**config.mk**
```make
export PLATFORM = sky130hd
export DESIGN_NAME = psychic5_sound_latch
export DESIGN_NICKNAME = d
export VERILOG_FILES = /design/src/rtl/psychic5_sound_latch_pkg.sv /design/src/rtl/psychic5_sound_latch_strobe_edge.sv /design/src/rtl/psychic5_sound_latch.sv
export SDC_FILE = /design/constraint.sdc
export NUM_CORES = 1
export LEC_CHECK = 0
export BUFFER_PORTS_ARGS = -buffer_cell sky130_fd_sc_hd__clkbuf_2
export CAP_MARGIN = 20
export CORE_AREA = 2 2 39 41
export CTS_BUF_LIST = sky130_fd_sc_hd__clkbuf_16
export CTS_CLUSTER_SIZE = 40
export DETAILED_ROUTE_END_ITERATION = 6
export DIE_AREA = 0 0 41 43
export GPL_TIMING_DRIVEN = 0
export PLACE_DENSITY = 0.78
export SLEW_MARGIN = 20
export SYNTH_ARGS = -nofsm -noshare
export SYNTH_HDL_FRONTEND = slang
export SYNTH_HIERARCHICAL = 1
export SYNTH_SLANG_ARGS = --single-unit
```
**constraint.sdc**
```tcl
create_clock -name i_EMU_MCLK -period 1.25 [get_ports i_EMU_MCLK]
set_input_delay 0.25 -clock i_EMU_MCLK [delete_from_list [all_inputs] [get_ports i_EMU_MCLK]]
set_output_delay 0.25 -clock i_EMU_MCLK [all_outputs]
set_load 0.02 [all_outputs]
```
**src/rtl/psychic5_sound_latch_pkg.sv**
```systemverilog
// Shared types and defaults for the Psychic 5 main-to-sound command mailbox.
package psychic5_snd_pkg;
  localparam int         SNDLATCH_DEPTH_LOG2_DEF = 2;
  localparam logic [7:0] SNDLATCH_RST_CODE       = 8'h00;

  typedef logic [7:0] sndcode_t;
endpackage

```
**src/rtl/psychic5_sound_latch_strobe_edge.sv**
```systemverilog
// Strobe edge detector: remembers last cycle's strobe level, emits one-cycle rise/fall pulses.
module psychic5_strobe_edge (
  input  logic clk,
  input  logic rst_n,
  input  logic clr_n,
  input  logic act,
  output logic rise,
  output logic fall
);
  logic act_reg;

  // History keeps tracking during clear so a strobe held across clear is not re-counted.
  always_ff @(posedge clk or negedge rst_n) begin
    if (!rst_n) act_reg <= 1'b0;
    else        act_reg <= act;
  end

  assign rise = clr_n &  act & ~act_reg;
  assign fall = clr_n & ~act &  act_reg;
endmodule

```
**src/rtl/psychic5_sound_latch.sv**
```systemverilog
// Main-to-sound command mailbox. Define PSYCHIC5_SOUNDLATCH_FIFO_EN for the
// 2^DEPTH_LOG2-entry FIFO; otherwise a single latch register like the original board.
module psychic5_sound_latch
  import psychic5_snd_pkg::*;
#(
  parameter int DEPTH_LOG2 = SNDLATCH_DEPTH_LOG2_DEF
) (
  input  logic     i_EMU_MCLK,
  input  logic     i_EMU_INITRST_n,
  input  logic     i_CLR_n,
  input  logic     i_MAIN_CS_n,
  input  logic     i_MAIN_WR_n,
  input  sndcode_t i_MAIN_DIN,
  input  logic     i_SOUND_CS_n,
  input  logic     i_SOUND_RD_n,
  output sndcode_t o_SOUNDCODE,
  output logic     o_PENDING,
  output logic     o_FULL,
  output logic     o_OVERFLOW
);
  logic wr_act, rd_act;
  logic push, pop;
  logic wr_fall_unused, rd_rise_unused;

  assign wr_act = ~i_MAIN_CS_n  & ~i_MAIN_WR_n;
  assign rd_act = ~i_SOUND_CS_n & ~i_SOUND_RD_n;

  psychic5_strobe_edge u_wr_edge (
    .clk   (i_EMU_MCLK),
    .rst_n (i_EMU_INITRST_n),
    .clr_n (i_CLR_n),
    .act   (wr_act),
    .rise  (push),
    .fall  (wr_fall_unused)
  );

  // Pop on read end so the code is stable for the whole sound CPU read.
  psychic5_strobe_edge u_rd_edge (
    .clk   (i_EMU_MCLK),
    .rst_n (i_EMU_INITRST_n),
    .clr_n (i_CLR_n),
    .act   (rd_act),
    .rise  (rd_rise_unused),
    .fall  (pop)
  );

  if (DEPTH_LOG2 < 1 || DEPTH_LOG2 > 4) begin : g_bad_depth
    $error("psychic5_sound_latch: DEPTH_LOG2 must be in 1..4");
  end

`ifdef PSYCHIC5_SOUNDLATCH_FIFO_EN
  localparam int DEPTH = 1 << DEPTH_LOG2;
  typedef logic [DEPTH_LOG2:0] ptr_t;
  localparam ptr_t PTR_ONE = 1;

  sndcode_t mem [DEPTH];
  ptr_t     wr_ptr, rd_ptr;
  sndcode_t last_code;
  logic     overflow_reg;
  logic [DEPTH_LOG2-1:0] wr_idx, rd_idx;
  logic     empty, full, pop_ok, push_ok, drop;

  assign wr_idx  = wr_ptr[DEPTH_LOG2-1:0];
  assign rd_idx  = rd_ptr[DEPTH_LOG2-1:0];
  assign empty   = (wr_ptr == rd_ptr);
  assign full    = (wr_ptr[DEPTH_LOG2] != rd_ptr[DEPTH_LOG2]) && (wr_idx == rd_idx);
  assign pop_ok  = pop & ~empty;
  // A simultaneous pop frees a slot, so a push into a full FIFO is still accepted.
  assign push_ok = push & (~full | pop_ok);
  assign drop    = push & full & ~pop_ok;

  always_ff @(posedge i_EMU_MCLK) begin
    if (push_ok) mem[wr_idx] <= i_MAIN_DIN;
  end

  always_ff @(posedge i_EMU_MCLK or negedge i_EMU_INITRST_n) begin
    if (!i_EMU_INITRST_n) begin
      wr_ptr       <= '0;
      rd_ptr       <= '0;
      last_code    <= SNDLATCH_RST_CODE;
      overflow_reg <= 1'b0;
    end else if (!i_CLR_n) begin
      wr_ptr       <= '0;
      rd_ptr       <= '0;
      last_code    <= SNDLATCH_RST_CODE;
      overflow_reg <= 1'b0;
    end else begin
      if (push_ok) wr_ptr <= wr_ptr + PTR_ONE;
      if (pop_ok) begin
        rd_ptr    <= rd_ptr + PTR_ONE;
        last_code <= mem[rd_idx];
      end
      if (drop) overflow_reg <= 1'b1;
    end
  end

  assign o_SOUNDCODE = empty ? last_code : mem[rd_idx];
  assign o_PENDING   = ~empty;
  assign o_FULL      = full;
  assign o_OVERFLOW  = overflow_reg;
`else
  sndcode_t code_reg;
  logic     pending_reg;
  logic     overflow_reg;

  always_ff @(posedge i_EMU_MCLK or negedge i_EMU_INITRST_n) begin
    if (!i_EMU_INITRST_n) begin
      code_reg     <= SNDLATCH_RST_CODE;
      pending_reg  <= 1'b0;
      overflow_reg <= 1'b0;
    end else if (!i_CLR_n) begin
      code_reg     <= SNDLATCH_RST_CODE;
      pending_reg  <= 1'b0;
      overflow_reg <= 1'b0;
    end else if (push) begin
      code_reg    <= i_MAIN_DIN;
      pending_reg <= 1'b1;
      if (pending_reg) overflow_reg <= 1'b1;
    end else if (pop) begin
      pending_reg <= 1'b0;
    end
  end

  assign o_SOUNDCODE = code_reg;
  assign o_PENDING   = pending_reg;
  assign o_FULL      = pending_reg;
  assign o_OVERFLOW  = overflow_reg;
`endif
endmodule

```
==> flow_summary_export.csv <==
group,metric,value,unit
pwr,leakage,0.3784,nW
place,portBuffers,25,
route,first_pass_iters,4,
timing,fin_skew,0.002180,ns
setup_path,worstRegToRegCells,4,
yosys,yosys_warnings,6,
worst_hold_path,min_to,"u_rd_edge/act_reg",
timing,maxSlewHeadroom,80.58,%
timing,grt_setup_unrepaired,"no",
pwr,power,0.001078,W
final_layout,fill_cells,133,
floorplan,num_rows,14,
clock_network,cts_max_level,1,
clock_network,cts_buffer_depth,2,
timing,tightestPinTransition,0.2913,ns
timing,hold_ws,0.1644,ns
floorplan,die_height,43,microns
yosys,synth_cells,38,
setup_path,start_kind,"flip-flop",
clock_network,path_clk_slew,0.04,ns
final_layout,largest_reg_flops,8,
route,detail-route-antenna-nets,0,
final_layout,seq_area,300.3,sq um
route,routed_wl,924,microns
global_routing,grt_pass1_vias,349,
setup_path,endpoint_kind,"output port",
timing,finalCriticalPeriod,1.170,ns
pwr,powerDensity,1470,nW/um^2
setup_path,r2r_end,"o_SOUNDCODE[4]",
pwr,vdd.ir_drop.worst,0.8751,mV
yosys,synth_area,499.2,sq um
final_layout,drive_above_1_share,44.12,%
route,vias,377,
setup_path,r2r-start,"u_wr_edge/act_reg",
setup_path,crit_fanout,4,
timing,fin_crit_sh,93.59,%
timing,fmax,854.8,MHz
run,cap_violations,0,
worst_hold_path,min-delay-path-class,"primary input to flip-flop",
clock_network,root_buffer,"clkbuf_16",
clock_network,cts.sinks,12,
clock_network,cts-buffers-inserted,3,
route,routedWlPerCell,11.00,microns
floorplan,io_pins,26,
timing,final.setup.tns,0,ns
route,drt_iter0_drc,2,
setup_path,crit_type,"flip-flop to output port",
route,drcViolationCount,0,
final_layout,final_net_count,84,
setup_path,crit_path_top_delay_cell,"dfrtp_1",
global_routing,grt_max_degree,13,
global_routing,grt_pass1_wl,1366,microns
setup_path,max_stage_delay,0.40,ns
status,status,"finished, final reports clean",
floorplan,die-area,1763,sq um
timing,drv_slew,0,
global_routing,grt-ovfl-total,0,
final_layout,n_antenna_cell,0,
route,viasPerCell,4.488,
clock_network,clk_latency,0.24,ns
yosys,synth_nets,53,
setup_path,r2r_slack,0.12,ns
setup_path,worst_ep_required_time,1.00,ns
clock_network,cts-resized-gates,0,
setup_path,worstPathCellList,"buf_4, clkbuf_2",
worst_hold_path,whs_path_depth,2,
timing,setup_viol,0,
floorplan,die_w,41,microns
global_routing,track_usage,12.14,%
worst_hold_path,min_from,"i_SOUND_RD_n",
final_layout,final_util,52.98,%
place,finalWeightedCongestion,0.6181,
floorplan,initial_core_util,36.08,%
final_layout,multi_input_area,180.2,sq um
clock_network,tritoncts,"done",
timing,hold_viol,0,
final_layout,area_delta_synth_final,46.87,%
floorplan,core,1384,sq um
setup_path,arrival,0.92,ns
yosys,synth.avg_cell_area,13.14,sq um
global_routing,antenna_found_initial,0,
final cells by class:
cell class | count | area share, %
Buffer | 2 | 2.560
Clock buffer | 3 | 10.24
Clock inverter | 1 | 0.5119
Multi-Input combinational cell | 24 | 24.57
Sequential cell | 12 | 40.96
Tap cell | 16 | 2.730
Timing Repair Buffer | 26 | 18.43
routing by layer:
metal  wire length (microns)  share of wire [%]  global-route usage [%]
met1                     366                 40                   12.88
met2                     464                 50                   17.81
met3                      68                7.4                   4.712
met4                      23                2.5                   10.00
met5                       0                  0                       0
power by group:
part / internal, W / switching, W / total, W
registers: 0.000402 / 0.00000570 / 0.000408
clock network: 0.000420 / 0.000158 / 0.000579
logic: 0.0000453 / 0.0000462 / 0.0000915
critical path, delay by kind of cell, from the launching register on:
kind	cells	cell delay [ns]
flip-flops	1	0.40
buffers and inverters	2	0.28
layout by cell type (no fill, tap or decap):
cell	count
clkbuf_2	25
dfrtp_1	12
nor2b_1	10
mux2i_1	8
clkbuf_16	3
nor2_1	2
and3b_1	2
buf_6	1
o21a_1	1
a21oi_1	1
buf_4	1
clkinv_1	1
dlygate4sd3_1	1
stage by stage:
| step | worst slack (ns) | area (sq um) | instances |
|---|---|---|---|
| 2_1_floorplan | 0.2171 | 499.2 | 38 |
| 3_3_place_gp | 0.07041 | 644.4 | 79 |
| 3_5_place_dp | 0.01531 | 644.4 | 79 |
| 4_1_cts | 0.07541 | 733.2 | 84 |
| 5_1_grt | 0.04377 | 733.2 | 84 |
| 6_report | 0.08009 | 733.2 | 84 |
how the worst max path moves through the flow:
stage	to	slack (ns)	from	depth (start not counted)
floorplan	o_SOUNDCODE[0]	0.22	u_wr_edge/act_reg	4
global placement	o_SOUNDCODE[4]	0.07	i_MAIN_WR_n	6
detailed placement	o_SOUNDCODE[4]	0.02	i_MAIN_WR_n	6
CTS	o_PENDING	0.08	o_FULL	2
global route	o_PENDING	0.04	o_FULL	2
finish	o_PENDING	0.08	o_FULL	2
what timing repair did:
action	4_1_cts	5_1_grt
endpoints found under the hold margin	12	0
hold buffers	1	0
buffers inserted	0	0
Power figures use the tool's default switching activity.
